===== config.mk =====
export PLATFORM = sky130hd
export DESIGN_NAME = ls_exec_unit_flat
export DESIGN_NICKNAME = d
export VERILOG_FILES = /design/src/rtl/ls_exec_unit_if.sv /design/src/rtl/ls_exec_unit.sv /design/src/flat_wrapper.sv
export SDC_FILE = /design/constraint.sdc
export NUM_CORES = 1
export LEC_CHECK = 0
export CAP_MARGIN = 30
export CORE_ASPECT_RATIO = 1.75
export CORE_MARGIN = 4
export CORE_UTILIZATION = 35
export CTS_CLUSTER_DIAMETER = 40
export DETAILED_ROUTE_END_ITERATION = 12
export GPL_TIMING_DRIVEN = 0
export HOLD_SLACK_MARGIN = 0.15
export PLACE_DENSITY = 0.65
export SYNTH_ARGS = -nofsm -noshare
export SYNTH_HDL_FRONTEND = slang
export SYNTH_SLANG_ARGS = --single-unit

===== constraint.sdc =====
create_clock -name clk -period 4.95 [get_ports clk]
set_clock_uncertainty 0.05 [all_clocks]
set_input_delay 0.7425 -clock clk [delete_from_list [all_inputs] [get_ports clk]]
set_output_delay 0.7425 -clock clk [all_outputs]
set_load 0.02 [all_outputs]

===== src/rtl/ls_exec_unit_if.sv =====
// Purpose : bundles the LS-queue op handshake, data-memory req/resp bus and CDB broadcast of ls_exec_unit.
// Latency : n/a (wires only).
// Backpressure: queue side held by ls_ready/done_to_queue, memory side held by mem_gnt.
// Ports   : flush + in_* op fields (queue -> unit), ls_ready/done_to_queue (unit -> queue),
//           mem_req/we/addr/be/wdata (unit -> mem), mem_gnt/resp_valid/rdata (mem -> unit),
//           cdb_valid/tag/data and err (unit -> broadcast).
// master is the execution unit's view; slave is the surrounding queue/memory/CDB view.
interface ls_exec_unit_if #(
  parameter int XLEN        = 32,
  parameter int ROB_TAG_LEN = 5
);
  logic                   flush;
  logic                   in_valid;
  logic                   in_read_write;
  logic [XLEN-1:0]        in_base;
  logic [XLEN-1:0]        in_offset;
  logic [XLEN-1:0]        in_store_data;
  logic [1:0]             in_size;
  logic                   in_unsigned;
  logic [ROB_TAG_LEN-1:0] in_tag;
  logic                   ls_ready;
  logic                   done_to_queue;
  logic                   mem_req;
  logic                   mem_we;
  logic [XLEN-1:0]        mem_addr;
  logic [3:0]             mem_be;
  logic [XLEN-1:0]        mem_wdata;
  logic                   mem_gnt;
  logic                   mem_resp_valid;
  logic [XLEN-1:0]        mem_rdata;
  logic                   cdb_valid;
  logic [ROB_TAG_LEN-1:0] cdb_tag;
  logic [XLEN-1:0]        cdb_data;
  logic                   err;

  modport master (
    input  flush, in_valid, in_read_write, in_base, in_offset, in_store_data,
           in_size, in_unsigned, in_tag, mem_gnt, mem_resp_valid, mem_rdata,
    output ls_ready, done_to_queue, mem_req, mem_we, mem_addr, mem_be, mem_wdata,
           cdb_valid, cdb_tag, cdb_data, err
  );

  modport slave (
    output flush, in_valid, in_read_write, in_base, in_offset, in_store_data,
           in_size, in_unsigned, in_tag, mem_gnt, mem_resp_valid, mem_rdata,
    input  ls_ready, done_to_queue, mem_req, mem_we, mem_addr, mem_be, mem_wdata,
           cdb_valid, cdb_tag, cdb_data, err
  );
endinterface


===== src/rtl/ls_exec_unit.sv =====
// Purpose : executes one load/store from the LS queue head over a req/gnt/resp memory bus, broadcasts loads on the CDB.
// Latency : accept at N -> mem_req at N+1; gnt N+1 + resp N+2 -> done/cdb at N+3.
// Backpressure: single outstanding op; ls_ready low outside IDLE, mem_req held until mem_gnt.
// Ports   : clk (rising edge), reset (async, active-low), bus (ls_exec_unit_if.master).
// Option  : define LS_MISALIGN_TRAP_EN to trap misaligned half/word ops (err + done, no bus access)
//           instead of forcing them onto the aligned lane.
module ls_exec_unit #(
  parameter int XLEN        = 32,
  parameter int ROB_TAG_LEN = 5,
  parameter int MEM_TIMEOUT = 255
) (
  input  logic          clk,
  input  logic          reset,
  ls_exec_unit_if.master bus
);

  typedef enum logic [1:0] {IDLE, REQ, WAIT, DONE} state_t;

  state_t                 state;
  logic                   is_load;
  logic [1:0]             size_q;
  logic                   unsigned_q;
  logic [ROB_TAG_LEN-1:0] tag_q;
  logic [1:0]             lane_q;
  logic                   flush_pending;
  logic [7:0]             tmo_cnt;

  logic                   mem_req_r;
  logic                   mem_we_r;
  logic [XLEN-1:0]        mem_addr_r;
  logic [3:0]             mem_be_r;
  logic [XLEN-1:0]        mem_wdata_r;
  logic                   ls_ready_r;
  logic                   done_r;
  logic                   cdb_valid_r;
  logic [ROB_TAG_LEN-1:0] cdb_tag_r;
  logic [XLEN-1:0]        cdb_data_r;
  logic                   err_r;

  // Address generation and lane steering for the op currently presented.
  logic [XLEN-1:0] eff_addr;
  logic            misaligned;
  logic [1:0]      lane_in;
  logic [3:0]      be_in;
  logic [XLEN-1:0] wdata_in;

  always_comb begin
    eff_addr   = bus.in_base + bus.in_offset;
    misaligned = 1'b0;
    case (bus.in_size)
      2'd0:    misaligned = 1'b0;
      2'd1:    misaligned = eff_addr[0];
      default: misaligned = (eff_addr[1:0] != 2'b00);
    endcase
    // Misaligned accesses collapse onto lane 0, i.e. an aligned access.
    lane_in = misaligned ? 2'b00 : eff_addr[1:0];
    case (bus.in_size)
      2'd0:    be_in = 4'b0001 << lane_in;
      2'd1:    be_in = 4'b0011 << lane_in;
      default: be_in = 4'b1111;
    endcase
    wdata_in = bus.in_store_data << {lane_in, 3'b000};
  end

  // Load data: shift the addressed lane down, then sign/zero extend.
  logic [XLEN-1:0] rd_shift;
  logic [XLEN-1:0] load_ext;

  always_comb begin
    rd_shift = bus.mem_rdata >> {lane_q, 3'b000};
    case (size_q)
      2'd0:    load_ext = {{(XLEN-8){~unsigned_q & rd_shift[7]}}, rd_shift[7:0]};
      2'd1:    load_ext = {{(XLEN-16){~unsigned_q & rd_shift[15]}}, rd_shift[15:0]};
      default: load_ext = rd_shift;
    endcase
  end

  // A flush arriving in the cycle the result is reported also kills the report.
  logic kill_report;
  assign kill_report = flush_pending | bus.flush;

  always_ff @(posedge clk or negedge reset) begin
    if (!reset) begin
      state         <= IDLE;
      is_load       <= 1'b0;
      size_q        <= 2'd0;
      unsigned_q    <= 1'b0;
      tag_q         <= '0;
      lane_q        <= 2'd0;
      flush_pending <= 1'b0;
      tmo_cnt       <= 8'd0;
      mem_req_r     <= 1'b0;
      mem_we_r      <= 1'b0;
      mem_addr_r    <= '0;
      mem_be_r      <= 4'd0;
      mem_wdata_r   <= '0;
      ls_ready_r    <= 1'b1;
      done_r        <= 1'b0;
      cdb_valid_r   <= 1'b0;
      cdb_tag_r     <= '0;
      cdb_data_r    <= '0;
      err_r         <= 1'b0;
    end else begin
      case (state)
        IDLE: begin
          // Late responses after a timeout land here and are simply dropped.
          if (bus.in_valid && !bus.flush) begin
            is_load    <= bus.in_read_write;
            size_q     <= bus.in_size;
            unsigned_q <= bus.in_unsigned;
            tag_q      <= bus.in_tag;
            lane_q     <= lane_in;
            ls_ready_r <= 1'b0;
`ifdef LS_MISALIGN_TRAP_EN
            if (misaligned) begin
              state  <= DONE;
              done_r <= 1'b1;
              err_r  <= 1'b1;
            end else begin
              state       <= REQ;
              mem_req_r   <= 1'b1;
              mem_we_r    <= ~bus.in_read_write;
              mem_addr_r  <= {eff_addr[XLEN-1:2], 2'b00};
              mem_be_r    <= be_in;
              mem_wdata_r <= wdata_in;
            end
`else
            state       <= REQ;
            mem_req_r   <= 1'b1;
            mem_we_r    <= ~bus.in_read_write;
            mem_addr_r  <= {eff_addr[XLEN-1:2], 2'b00};
            mem_be_r    <= be_in;
            mem_wdata_r <= wdata_in;
`endif
          end
        end

        REQ: begin
          if (bus.mem_gnt || bus.flush) begin
            mem_req_r   <= 1'b0;
            mem_we_r    <= 1'b0;
            mem_addr_r  <= '0;
            mem_be_r    <= 4'd0;
            mem_wdata_r <= '0;
          end
          if (bus.mem_gnt) begin
            // Once granted the bus transaction must complete; a flush only mutes the report.
            state   <= WAIT;
            tmo_cnt <= 8'd0;
            if (bus.flush) flush_pending <= 1'b1;
          end else if (bus.flush) begin
            state      <= IDLE;
            ls_ready_r <= 1'b1;
          end
        end

        WAIT: begin
          if (bus.flush) flush_pending <= 1'b1;
          if (bus.mem_resp_valid) begin
            state   <= DONE;
            tmo_cnt <= 8'd0;
            done_r  <= ~kill_report;
            if (is_load) begin
              cdb_valid_r <= ~kill_report;
              cdb_tag_r   <= tag_q;
              cdb_data_r  <= load_ext;
            end
          end else if (tmo_cnt == 8'(MEM_TIMEOUT)) begin
            state   <= DONE;
            tmo_cnt <= 8'd0;
            done_r  <= ~kill_report;
            err_r   <= ~kill_report;
          end else begin
            tmo_cnt <= tmo_cnt + 8'd1;
          end
        end

        DONE: begin
          state         <= IDLE;
          ls_ready_r    <= 1'b1;
          flush_pending <= 1'b0;
          done_r        <= 1'b0;
          cdb_valid_r   <= 1'b0;
          cdb_tag_r     <= '0;
          cdb_data_r    <= '0;
          err_r         <= 1'b0;
        end

        default: state <= IDLE;
      endcase
    end
  end

  assign bus.ls_ready      = ls_ready_r;
  assign bus.mem_req       = mem_req_r;
  assign bus.mem_we        = mem_we_r;
  assign bus.mem_addr      = mem_addr_r;
  assign bus.mem_be        = mem_be_r;
  assign bus.mem_wdata     = mem_wdata_r;
  assign bus.done_to_queue = done_r & ~bus.flush;
  assign bus.cdb_valid     = cdb_valid_r & ~bus.flush;
  assign bus.cdb_tag       = cdb_tag_r;
  assign bus.cdb_data      = cdb_data_r;
  assign bus.err           = err_r & ~bus.flush;

endmodule


===== src/flat_wrapper.sv =====
// flat-port wrapper written by rule: the top's interface ports become plain ports
module ls_exec_unit_flat 
#(
  parameter int XLEN        = 32,
  parameter int ROB_TAG_LEN = 5,
  parameter int MEM_TIMEOUT = 255
)
  (clk, reset, bus_flush, bus_in_valid, bus_in_read_write, bus_in_base, bus_in_offset, bus_in_store_data, bus_in_size, bus_in_unsigned, bus_in_tag, bus_mem_gnt, bus_mem_resp_valid, bus_mem_rdata, bus_ls_ready, bus_done_to_queue, bus_mem_req, bus_mem_we, bus_mem_addr, bus_mem_be, bus_mem_wdata, bus_cdb_valid, bus_cdb_tag, bus_cdb_data, bus_err);
  ls_exec_unit_if #(.XLEN(XLEN), .ROB_TAG_LEN(ROB_TAG_LEN)) bus_i ();
  input  logic clk;
  input  logic reset;
  input wire logic [$bits(bus_i.flush)-1:0] bus_flush;
  input wire logic [$bits(bus_i.in_valid)-1:0] bus_in_valid;
  input wire logic [$bits(bus_i.in_read_write)-1:0] bus_in_read_write;
  input wire logic [$bits(bus_i.in_base)-1:0] bus_in_base;
  input wire logic [$bits(bus_i.in_offset)-1:0] bus_in_offset;
  input wire logic [$bits(bus_i.in_store_data)-1:0] bus_in_store_data;
  input wire logic [$bits(bus_i.in_size)-1:0] bus_in_size;
  input wire logic [$bits(bus_i.in_unsigned)-1:0] bus_in_unsigned;
  input wire logic [$bits(bus_i.in_tag)-1:0] bus_in_tag;
  input wire logic [$bits(bus_i.mem_gnt)-1:0] bus_mem_gnt;
  input wire logic [$bits(bus_i.mem_resp_valid)-1:0] bus_mem_resp_valid;
  input wire logic [$bits(bus_i.mem_rdata)-1:0] bus_mem_rdata;
  output wire logic [$bits(bus_i.ls_ready)-1:0] bus_ls_ready;
  output wire logic [$bits(bus_i.done_to_queue)-1:0] bus_done_to_queue;
  output wire logic [$bits(bus_i.mem_req)-1:0] bus_mem_req;
  output wire logic [$bits(bus_i.mem_we)-1:0] bus_mem_we;
  output wire logic [$bits(bus_i.mem_addr)-1:0] bus_mem_addr;
  output wire logic [$bits(bus_i.mem_be)-1:0] bus_mem_be;
  output wire logic [$bits(bus_i.mem_wdata)-1:0] bus_mem_wdata;
  output wire logic [$bits(bus_i.cdb_valid)-1:0] bus_cdb_valid;
  output wire logic [$bits(bus_i.cdb_tag)-1:0] bus_cdb_tag;
  output wire logic [$bits(bus_i.cdb_data)-1:0] bus_cdb_data;
  output wire logic [$bits(bus_i.err)-1:0] bus_err;
  assign bus_i.flush = bus_flush;
  assign bus_i.in_valid = bus_in_valid;
  assign bus_i.in_read_write = bus_in_read_write;
  assign bus_i.in_base = bus_in_base;
  assign bus_i.in_offset = bus_in_offset;
  assign bus_i.in_store_data = bus_in_store_data;
  assign bus_i.in_size = bus_in_size;
  assign bus_i.in_unsigned = bus_in_unsigned;
  assign bus_i.in_tag = bus_in_tag;
  assign bus_i.mem_gnt = bus_mem_gnt;
  assign bus_i.mem_resp_valid = bus_mem_resp_valid;
  assign bus_i.mem_rdata = bus_mem_rdata;
  assign bus_ls_ready = bus_i.ls_ready;
  assign bus_done_to_queue = bus_i.done_to_queue;
  assign bus_mem_req = bus_i.mem_req;
  assign bus_mem_we = bus_i.mem_we;
  assign bus_mem_addr = bus_i.mem_addr;
  assign bus_mem_be = bus_i.mem_be;
  assign bus_mem_wdata = bus_i.mem_wdata;
  assign bus_cdb_valid = bus_i.cdb_valid;
  assign bus_cdb_tag = bus_i.cdb_tag;
  assign bus_cdb_data = bus_i.cdb_data;
  assign bus_err = bus_i.err;
  ls_exec_unit #(.XLEN(XLEN), .ROB_TAG_LEN(ROB_TAG_LEN), .MEM_TIMEOUT(MEM_TIMEOUT)) u_core (.clk(clk), .reset(reset), .bus(bus_i));
endmodule

==> impl_metrics.yaml <==
clock_network:
  path_clk_slew_ns: 0.06
  htree_levels: 4
  cts_resized: 0
  ctsHoldBuffers: 0
  cts_tree: "yes"
  postCtsSetupRepairBufs: 0
  cts.root.buffer_cell: "clkbuf_16"
  clkLatencyLatePin_ns: 0.43
  cts_buffers: 17
  clock_path_buffers: 2
  clock-sinks: 131
final_layout:
  layout.cells.non_filler: 1430
  final_nets: 1302
  final_util_pct: 51.69
  layout-drive-gt1-share_pct: 3.866
  area_growth_pct: 45.41
  final_cell_mix: "249 x clkdlybuf4s50_1, 159 x nand2_1, 130 x dfrtp_1"
  mostFrequentLayoutCell: "clkdlybuf4s50_1"
  multi_input_area_sq_um: 4116
  fill_cells: 2086
  diodes: 0
  regArea_sq_um: 3279
setup_path:
  worstPathMaxFanout: 10
  path_class: "input pin to flip-flop"
  cp_slowest_cell: "buf_1"
  crit_chain: "clkdlybuf4s50_1 -> ha_1 -> fa_1 -> inv_1 -> a211oi_1 -> buf_1 -> nand2b_1 -> clkbuf_1 -> nor2_1 -> a22o_1"
  crit_path_start: "bus_in_offset[0]"
  reg2reg_from: "u_core.lane_q[1]"
  worstRegToRegCells: 7
  crit_path_end_kind: "flip-flop"
  rrSetupSlack_ns: 2.22
  endpoint: "u_core.bus.mem_wdata[6]"
  cpPeakStageDelay_ns: 0.61
  worstPathArrival_ns: 4.05
  r2r_end: "u_core.bus.cdb_data[25]"
  required_ns: 5.22
  start_kind: "input pin"
global_route:
  globalRouteTotalUtil_pct: 22.71
  grt_max_degree: 75
  grt_pass1_wl_um: 42890
  grt_pass1_vias: 7824
  gr-total-overflow: 0
  antenna_found_initial: 0
timing:
  hold_viol: 0
  slew_headroom_pct: 38.25
  report.final.slew_viol_count: 0
  rsz0062_at_grt: "false"
  worst_pin_slew_ns: 0.9228
  fin_crit_ns: 3.785
  fmax_mhz: 264.2
  setup_viol: 0
  fin_crit_sh_pct: 76.46
logic_synthesis:
  synthTopCellsByArea: "dfrtp_1 42%, nand2_1 7.8%, mux2i_1 5.3%, ha_1 5.2%, o21ai_0 5.2%"
  ys_seq_area_share_pct: 42.74
  netlist_area_sq_um: 7674
  synth_top_area_share_pct: 42.39
  postSynthAreaPerCell_sq_um: 8.975
  synth.distinct_cells: 58
  synth-seq-cells: 131
  yosysWarnings: 0
  synth_top_family_by_area: "compound AO/OA/AOI/OAI gates"
  synth_top_area_cell: "dfrtp_1"
  synth-xor-area-share_pct: 3.082
  async_reset_ff_share_pct: 100.0
  synthAdderAreaFrac_pct: 5.479
  netlist_instances: 855
  yosys.area_share.simple_pct: 15.33
  synthMuxAreaShare_pct: 5.495
  synth_compound_area_share_pct: 24.16
  synth-edff-count: 0
  synth_top_flop_cell: "dfrtp_1"
routing:
  drt_iter0_markers: 381
  avgRoutedWirePerCell_um: 19.21
  ant_nets: 0
  dr_total_vias: 7500
  vias_per_cell: 5.245
  drc_errors: 0
  firstDrtPassIters: 5
  wirelength_um: 27470
placed_design:
  place_congestion: 0.9640
  dp.cells: 1399
  io_buffers: 250
  dpl.hpwl_um: 21440
flow_run:
  maxCapViolCount: 0
floorplan:
  dieArea_sq_um: 24450
  fp.dieH_um: 203.9
  chipWidth_um: 119.9
  initial_core_util_pct: 35.55
  io_pins: 254
  core_area_sq_um: 21590
  placementRows: 71
power_and_ir_drop:
  p_total_mw: 5.873
  power_density_nw_per_um2: 526.3
  p_leak_nw: 4.778
  vdd_ir_drop_max_uv: 224.3
run_status:
  status: "finished, final reports clean"
worst_hold_path:
  hp-class: "input pin to async pin"
[metrics by stage]
step	area, sq um	hold slack (ns)	setup slack [ns]	TNS, ns
2_1_floorplan	7677	0.3852	1.874	0
3_3_place_gp	10550	0.4020	-2.492	-322.61
3_5_place_dp	10570	0.4095	0.7563	0
4_1_cts	11160	0.2316	1.216	0
5_1_grt	11160	0.2492	1.009	0
6_report	11160	0.2180	1.165	0
[cells by family (layout without fill, tap and decap cells)]
group	after synthesis	in the layout
AO/OA/AOI/OAI	281	281
XOR/XNOR	27	27
adder cells (fa/ha/maj)	33	33
buffers and inverters	72	354
flip-flops	131	131
multiplexers	42	42
other	1	2
AND/OR/NAND/NOR	268	268
[synthesized netlist by cell type (9+ instances only)]
| cell | n |
|---|---|
| nand2_1 | 159 |
| dfrtp_1 | 130 |
| o21ai_0 | 79 |
| a21oi_1 | 57 |
| clkbuf_1 | 47 |
| mux2i_1 | 41 |
| nor2_1 | 34 |
| a22o_1 | 32 |
| ha_1 | 32 |
| o21ai_1 | 23 |
| nor2b_1 | 17 |
| a32o_1 | 16 |
| inv_1 | 16 |
| a21o_1 | 15 |
| xor2_1 | 14 |
| xnor2_1 | 13 |
| nand3_1 | 12 |
| nand4_1 | 9 |
| nor3_1 | 9 |
[area by class of cell]
class	count	share of cell area (%)
Clock buffer	21	4.037
Timing Repair Buffer	251	22.68
Clock inverter	10	1.200
Buffer	56	1.985
Sequential cell	131	29.39
Inverter	16	0.5382
Tap cell	292	3.274
Multi-Input combinational cell	653	36.89
[metal layers]
metal / wire (um) / global-route usage, % / part of all wire [%] / vias to the layer above
met5: 0 / 0 / 0 / -
met4: 969 / 10.08 / 3.5 / 0
met3: 1471 / 4.819 / 5.4 / 54
met2: 14840 / 42.35 / 54 / 250
met1: 10190 / 24.25 / 37 / 3583
li1: - / - / - / 3613
[worst min path at each step]
stage	cells after the start	start	endpoint	slack [ns]
finish	1	reset	u_core.tmo_cnt[3]	0.22
global route	1	reset	u_core.tmo_cnt[3]	0.25
CTS	1	reset	u_core.tmo_cnt[3]	0.23
detailed placement	2	u_core.cdb_valid_r	u_core.cdb_valid_r	0.41
global placement	2	u_core.done_r	u_core.done_r	0.40
floorplan	2	u_core.done_r	u_core.done_r	0.39
[registers in the layout (all words and copies together), names as in the netlist, 2 cells and up, named ones only]
name / cells
u_core.bus.cdb_data: 32
u_core.bus.cdb_tag: 5
u_core.bus.mem_addr: 30
u_core.bus.mem_be: 4
u_core.bus.mem_wdata: 32
u_core.lane_q: 2
u_core.size_q: 2
u_core.tag_q: 5
u_core.tmo_cnt: 8
[worst max-delay path, delay by kind of cell]
| kind | cells | cell delay [ns] |
|---|---|---|
| AOI/OAI and AO/OA | 2 | 0.45 |
| adders and majority gates | 2 | 0.82 |
| buffers and inverters | 4 | 1.50 |
| and+or+nand+nor | 2 | 0.54 |
[power by group]
group | switching (mW) | internal [mW] | total, mW | leakage [nW]
Clock | 0.483 | 0.799 | 1.28 | 0.283
Sequential | 0.250 | 1.51 | 1.76 | 1.73
Combinational | 1.60 | 1.23 | 2.84 | 2.76
Note: power is estimated with default switching activity, not from simulation.
